--- src/rtl/serial_adder.sv ---
// Bit-serial adder: LSB-first ripple over WIDTH cycles with valid/ready handshakes.
// Define SERIAL_ADDER_SUB_EN to add a Sub input selecting A - B (Carry=1 means no borrow).
module serial_adder #(
   parameter int unsigned WIDTH = 8
) (
`ifdef SERIAL_ADDER_SUB_EN
   input  logic             Sub,
`endif
   input  logic             clk,
   input  logic             rst,
   input  logic             in_valid,
   output logic             in_ready,
   input  logic [WIDTH-1:0] A,
   input  logic [WIDTH-1:0] B,
   input  logic             Cin,
   output logic             out_valid,
   input  logic             out_ready,
   output logic [WIDTH-1:0] Sum,
   output logic             Carry,
   output logic             busy
);

   localparam int unsigned CntW = $clog2(WIDTH);
   localparam logic [CntW-1:0] LastBit = CntW'(WIDTH - 1);

   typedef enum logic [1:0] {
      StIdle = 2'd0,
      StRun  = 2'd1,
      StDone = 2'd2
   } state_e;

   state_e           state_q, state_d;
   logic [WIDTH-1:0] a_q, a_d;
   logic [WIDTH-1:0] b_q, b_d;
   logic [WIDTH-1:0] sum_q, sum_d;
   logic             carry_q, carry_d;
   logic [CntW-1:0]  cnt_q, cnt_d;

   logic             sum_bit;
   logic [WIDTH-1:0] b_in;
   logic             c_in;

   // Subtraction is A + ~B + 1; the inversion is applied once at acceptance.
`ifdef SERIAL_ADDER_SUB_EN
   assign b_in = Sub ? ~B : B;
   assign c_in = Sub ? 1'b1 : Cin;
`else
   assign b_in = B;
   assign c_in = Cin;
`endif

   assign sum_bit = a_q[0] ^ b_q[0] ^ carry_q;

   always_comb begin
      state_d = state_q;
      a_d     = a_q;
      b_d     = b_q;
      sum_d   = sum_q;
      carry_d = carry_q;
      cnt_d   = cnt_q;
      unique case (state_q)
         StIdle: begin
            if (in_valid) begin
               a_d     = A;
               b_d     = b_in;
               carry_d = c_in;
               sum_d   = '0;
               cnt_d   = '0;
               state_d = StRun;
            end
         end
         StRun: begin
            sum_d   = {sum_bit, sum_q[WIDTH-1:1]};
            carry_d = (a_q[0] & b_q[0]) | (carry_q & (a_q[0] ^ b_q[0]));
            a_d     = a_q >> 1;
            b_d     = b_q >> 1;
            // Hold the counter on the final bit so it never wraps.
            if (cnt_q == LastBit) begin
               state_d = StDone;
            end else begin
               cnt_d = cnt_q + 1'b1;
            end
         end
         StDone: begin
            if (out_ready) begin
               state_d = StIdle;
            end
         end
         default: state_d = StIdle;
      endcase
   end

   always_ff @(posedge clk) begin
      if (rst) begin
         state_q <= StIdle;
         a_q     <= '0;
         b_q     <= '0;
         sum_q   <= '0;
         carry_q <= 1'b0;
         cnt_q   <= '0;
      end else begin
         state_q <= state_d;
         a_q     <= a_d;
         b_q     <= b_d;
         sum_q   <= sum_d;
         carry_q <= carry_d;
         cnt_q   <= cnt_d;
      end
   end

   always_comb begin
      in_ready  = (state_q == StIdle);
      busy      = (state_q == StRun);
      out_valid = (state_q == StDone);
      Sum       = sum_q;
      Carry     = carry_q;
   end

endmodule
--- config.mk ---
export PLATFORM = sky130hd
export DESIGN_NAME = serial_adder
export DESIGN_NICKNAME = d
export VERILOG_FILES = /design/src/rtl/serial_adder.sv
export SDC_FILE = /design/constraint.sdc
export NUM_CORES = 1
export LEC_CHECK = 0
export CORE_ASPECT_RATIO = 1.5
export CORE_UTILIZATION = 46
export CTS_CLUSTER_SIZE = 14
export DETAILED_ROUTE_END_ITERATION = 6
export PLACE_DENSITY = 0.75
export SYNTH_ARGS = -nofsm -noshare
export SYNTH_HDL_FRONTEND = slang
export SYNTH_SLANG_ARGS = --single-unit
--- constraint.sdc ---
create_clock -name clk -period 1.5 [get_ports clk]
set_clock_uncertainty 0.05 [all_clocks]
set_input_delay 0.3 -clock clk [delete_from_list [all_inputs] [get_ports clk]]
set_output_delay 0.3 -clock clk [all_outputs]
set_load 0.01 [all_outputs]
Word-level counts from Yosys, hierarchy flattened

Cells that the tools add are included.
Widths: inputs -> output; s select.

Memory bits (read-only): 0
Bits in latches: 0
Memory bits (writable): 0
Flip-flop bits (word level): 30
Memories: 0
Bits of input ports: 21
Word-level logic and storage cells: 39

Bitwise gates (word level): 5
Order comparisons: 0
Reductions and logical operators: 5
Div/mod/pow operators: 0
Equal/unequal tests: 7
$add $sub $neg: 1
Shift-type cells: 0
Muxes and demuxes: 15
$mul: 0

Operators by type and width:

| operator            | number |
|---|---|
| $pmux 8 s2          | 3 |
| $mux 8              | 3 |
| $mux 2              | 3 |
| $mux 3              | 2 |
| $pmux 2 s3          | 1 |
| $pmux 3 s2          | 1 |
| $reduce_and 3->1    | 2 |
| $ne 2x1->1 const B  | 2 |
| $ne 2x2->1 const B  | 2 |
| $add 3x1->3 const B | 1 |
| $eq 3x3->1 const B  | 1 |
| $and 1x1->1         | 2 |
| $eq 2x1->1 const B  | 1 |
| $eq 2x2->1 const B  | 1 |
| $logic_not 2->1     | 1 |
| $pmux 1 s2          | 1 |
| $reduce_and 2->1    | 1 |
| $reduce_bool 2->1   | 1 |
| $xor 1x1->1         | 2 |
| $mux 1              | 1 |
| $or 1x1->1          | 1 |

Logic depth before layout (Yosys ltp)

Depth in word-level cells: 4
Mapped depth: 5

Least setup slack after synthesis

Ideal clock, no wire load.

Path kind: register to register
Start point: register carry_q (netlist: Carry)
End point: register sum_q[7] (netlist: Sum[7])
Cell stages (with the launch flop): 6
Clock period less this slack: 1.371 ns
Setup time: 0.128 ns
Arrival time: 1.194 ns
Path slack: 0.129 ns
Path through: dfxtp_1 -> inv_1 -> fa_1 -> inv_1 -> a22oi_1 -> nor2_1

Longest elaborated chain between the ends: 2

RTL lines:

| what                   | RTL line | source |
|---|---|---|
| start, declared        | 36       | `logic carry_q, carry_d;` |
| start signal, assigned | 106      | `carry_q <= carry_d;` |
| $xor 1x1->1            | 52       | `assign sum_bit = a_q[0] ^ b_q[0] ^ carry_q;` |
| $pmux 8 s2             | 61       | `unique case (state_q)` |
| end signal, assigned   | 105      | `sum_q <= sum_d;` |
| end, declared          | 35       | `logic [WIDTH-1:0] sum_q, sum_d;` |

No other way between the ends.
A chain may end at the register's enable or synchronous reset.

Worst setup path after layout

Start point: register state_q[1]
End point: output out_valid

Longest elaborated chain between the ends: 1

RTL lines:

| what                   | RTL line | source |
|---|---|---|
| start, declared        | 32       | `state_e state_q, state_d;` |
| start signal, assigned | 95       | `state_q <= StIdle;` |
| start signal, assigned | 102      | `state_q <= state_d;` |
| $eq 2x2->1             | 114      | `out_valid = (state_q == StDone);` |
| end, declared          | 16       | `output logic out_valid,` |

No other way between the ends.

==> results.json <==
{
  "netlist_instances": 141,
  "buffers_from_clock_root_to_sink_at_most": 2,
  "count_of_different_cell_masters_after_synthesis": 22,
  "initial_utilization_pct": 48.3,
  "maximum_number_of_pins_on_one_net_before_global_route_repair": 31,
  "grt.total_usage_pct": 20.4,
  "cp.buffers_inverters": 1,
  "final.period_utilization_pct": 98.1,
  "sum_neg_setup_slack_ns": 0,
  "antenna-diode-count": 0,
  "io-pin-count": 33,
  "grt_pass1_vias": 1170,
  "vdd.ir_drop.worst_v": 0.000740,
  "synth_warnings": 0,
  "timing.max_cap.violations": 0,
  "p_switching_uw": 463,
  "die_height_um": 69.8,
  "synth_fp_nets": 165,
  "place.gp.congestion": 0.731,
  "fp.dieArea_um2": 3290,
  "cellLeakagePower_nw": 0.788,
  "detail_route.wirelength_um": 2800,
  "power.sequential.fraction_pct": 47.3,
  "routed-wl-met2_um": 1510,
  "nFillCells": 277,
  "antenna_found_initial": 0,
  "port_buffers": 32,
  "critical_path_peak_fanout": 4,
  "cp.required_ns": 1.15,
  "clockPowerShare_pct": 35.8,
  "run_status": "complete, no violations",
  "routed.top_layer": "met4",
  "crit_path_start_kind": "register",
  "hold_class": "register to register",
  "drt-pass1-iter-count": 4,
  "finish.net_count": 204,
  "floorplan.core_area_um2": 2910,
  "post_cts.repair.setup_buffers": 0,
  "worstSetupPathType": "register to output pin",
  "drt_iter0_drc": 21,
  "timing_worst_slew_pin_value_ns": 0.252,
  "chipWidth_um": 47.2,
  "internal-power_mw": 1.38,
  "netlist_area_um2": 1410,
  "timing.final.hold_violations": 0,
  "crit_slowest_cell": "sky130_fd_sc_hd__dfxtp_1",
  "global_route.overflow_total": 0,
  "final_antenna_net_count": 0,
  "max-slew-margin-rel_pct": 83.2,
  "cts_tree": "built",
  "detail_route.wirelength.met1_um": 1110,
  "routed-via-count": 1131,
  "worst_setup_hold_path_clk_slew_ns": 0.06,
  "cts_root_buffer": "sky130_fd_sc_hd__clkbuf_8",
  "clock.fmax_mhz": 679,
  "unrepaired_setup_endpoints_after_global_routing": "true",
  "htree_num_levels": 2,
  "tritoncts.num_buffers": 5,
  "timing.critical_path.to_type": "output pin",
  "cp_slowest_stage_delay_ns": 0.38,
  "ys_ff_latch": 30,
  "synth.avg_cell_area_um2": 9.98,
  "areaGrowthSynthToFinish_pct": 34.8,
  "rows": 24,
  "finalCriticalPeriod_ns": 1.47,
  "post_detailed_route_wirelength_per_cell_um": 12.7,
  "critical_path_arrival_ns": 1.12,
  "met3_wirelength_um": 128,
  "grt_first_pass_wirelength_um": 4710,
  "finalSetupViolCount": 0,
  "p_sw_share_pct": 25.1,
  "detailed_place_hpwl_um": 2060,
  "post-route-drc-count": 0,
  "fin_hold_ws_ns": 0.443,
  "post_route_cells_drive_above_1_share_pct": 21.5,
  "path_delay_family": "flip-flops",
  "number_of_resized_instances_in_the_post_cts_repair_step": 12,
  "via_per_inst": 5.14,
  "sequential_share_of_the_synthesized_area_pct": 42.7,
  "timing_max_transition_violations_final": 0,
  "r2r_setup_slack_ns": 0.11,
  "cts_hold_repair.buffers": 0,
  "insertion_delay_ns": 0.28,
  "comb_power_share_pct": 16.9,
  "cts.sinks": 30,
  "p_per_area_nw_per_um2": 973,
  "timing.critical_path.cells": "nor2b_1 > dlygate4sd2_1"
}
-- power groups by stage --
stage / Sequential (mW) / Combinational, mW / Clock [mW]
after floorplan: 0.884 / 0.201 / 0
after global placement: 0.888 / 0.311 / 0
after detailed placement: 0.890 / 0.320 / 0
after CTS: 0.872 / 0.315 / 0.682
after global routing: 0.878 / 0.343 / 0.725
final: 0.872 / 0.312 / 0.661
-- placed cells by master, fill, tap and decap left out, drive strengths merged, types with 2 or more instances in the layout --
master and n:
a22oi 9, nor2 28, clkbuf 7, a32oi 2, mux2i 16, dfxtp 30
nand3 4, dlygate4sd2 12, nand2 4, nor2b 2, a211oi 15, a31oi 3
inv 7, a21oi 2, ha 2, clkdlybuf4s50 20, buf 12
-- stage by stage --
step	area [um2]	cells	power, mW	util [%]	worst slack, ns
2_1_floorplan	1410	141	1.09	-	0.129
3_3_place_gp	1810	212	1.20	62.1	-0.0228
3_5_place_dp	1810	212	1.21	62.1	-0.0658
4_1_cts	1880	220	1.87	64.7	0.0136
5_1_grt	1900	220	1.95	65.1	-0.0465
6_report	1900	220	1.85	65.1	0.0278
-- layout make-up --
cell class / instances / area, um2 / share of cell area [%]
Clock inverter: 1 / 5.00 / 0.264
Inverter: 7 / 26.3 / 1.39
Tap cell: 39 / 48.8 / 2.57
Timing Repair Buffer: 44 / 420 / 22.2
Sequential cell: 30 / 602 / 31.7
Clock buffer: 7 / 86.3 / 4.55
Multi-Input combinational cell: 92 / 708 / 37.3
-- logic make-up after synthesis --
kind of cell / share of synthesized area, %
fa+ha+maj: 3.20
flops: 42.7
mux: 11.4
compound gates: 23.1
simple gates: 11.8
buf+inv: 7.82
-- Yosys cell counts --
cell type	instances	area [um2]
sky130_fd_sc_hd__dfxtp_1	30	601
sky130_fd_sc_hd__nor3_1	1	5.00
sky130_fd_sc_hd__nand3_1	4	20.0
sky130_fd_sc_hd__a22oi_1	9	67.6
sky130_fd_sc_hd__a32oi_1	2	17.5
sky130_fd_sc_hd__o21bai_1	1	7.51
sky130_fd_sc_hd__buf_6	2	22.5
sky130_fd_sc_hd__buf_2	1	5.00
sky130_fd_sc_hd__buf_4	6	45.0
sky130_fd_sc_hd__nor4b_1	1	8.76
sky130_fd_sc_hd__mux2i_1	16	160
sky130_fd_sc_hd__clkbuf_1	3	11.3
sky130_fd_sc_hd__nor2_1	28	105
sky130_fd_sc_hd__a21oi_1	2	10.0
sky130_fd_sc_hd__nor2b_1	2	12.5
sky130_fd_sc_hd__a211oi_2	15	188
sky130_fd_sc_hd__inv_1	7	26.3
sky130_fd_sc_hd__o21ba_4	1	16.3
sky130_fd_sc_hd__fa_1	1	20.0
sky130_fd_sc_hd__ha_1	2	25.0
sky130_fd_sc_hd__nand2_1	4	15.0
sky130_fd_sc_hd__a31oi_1	3	18.8
-- registers in the layout (all words and copies together), names as in the netlist --
signal	count
state_q	2
a_q	8
cnt_q	3
Sum	8
b_q	8
Carry	1
-- layer usage --
metal	up-vias	track usage [%]
met5	-	0
met4	0	9.52
met3	5	7.81
met2	31	36.0
met1	521	19.0
li1	574	-
-- worst reg2reg max path, delay by kind of cell, from the launching register on --
family	cells	cell delay, ns
AND/OR/NAND/NOR	1	0.05
AO/OA/AOI/OAI	2	0.42
flip-flops	1	0.36
buffers and inverters	2	0.43
-- path summary, 6_finish.rpt --
path / to / from / cells past startpoint
min: cnt_q[1] / cnt_q[1] / 2
max reg2reg: b_q[1] / state_q[0] / 5
max: out_valid / state_q[1] / 2
min reg2reg: cnt_q[1] / cnt_q[1] / 2
No activity file was read; power rests on OpenSTA's default activity.
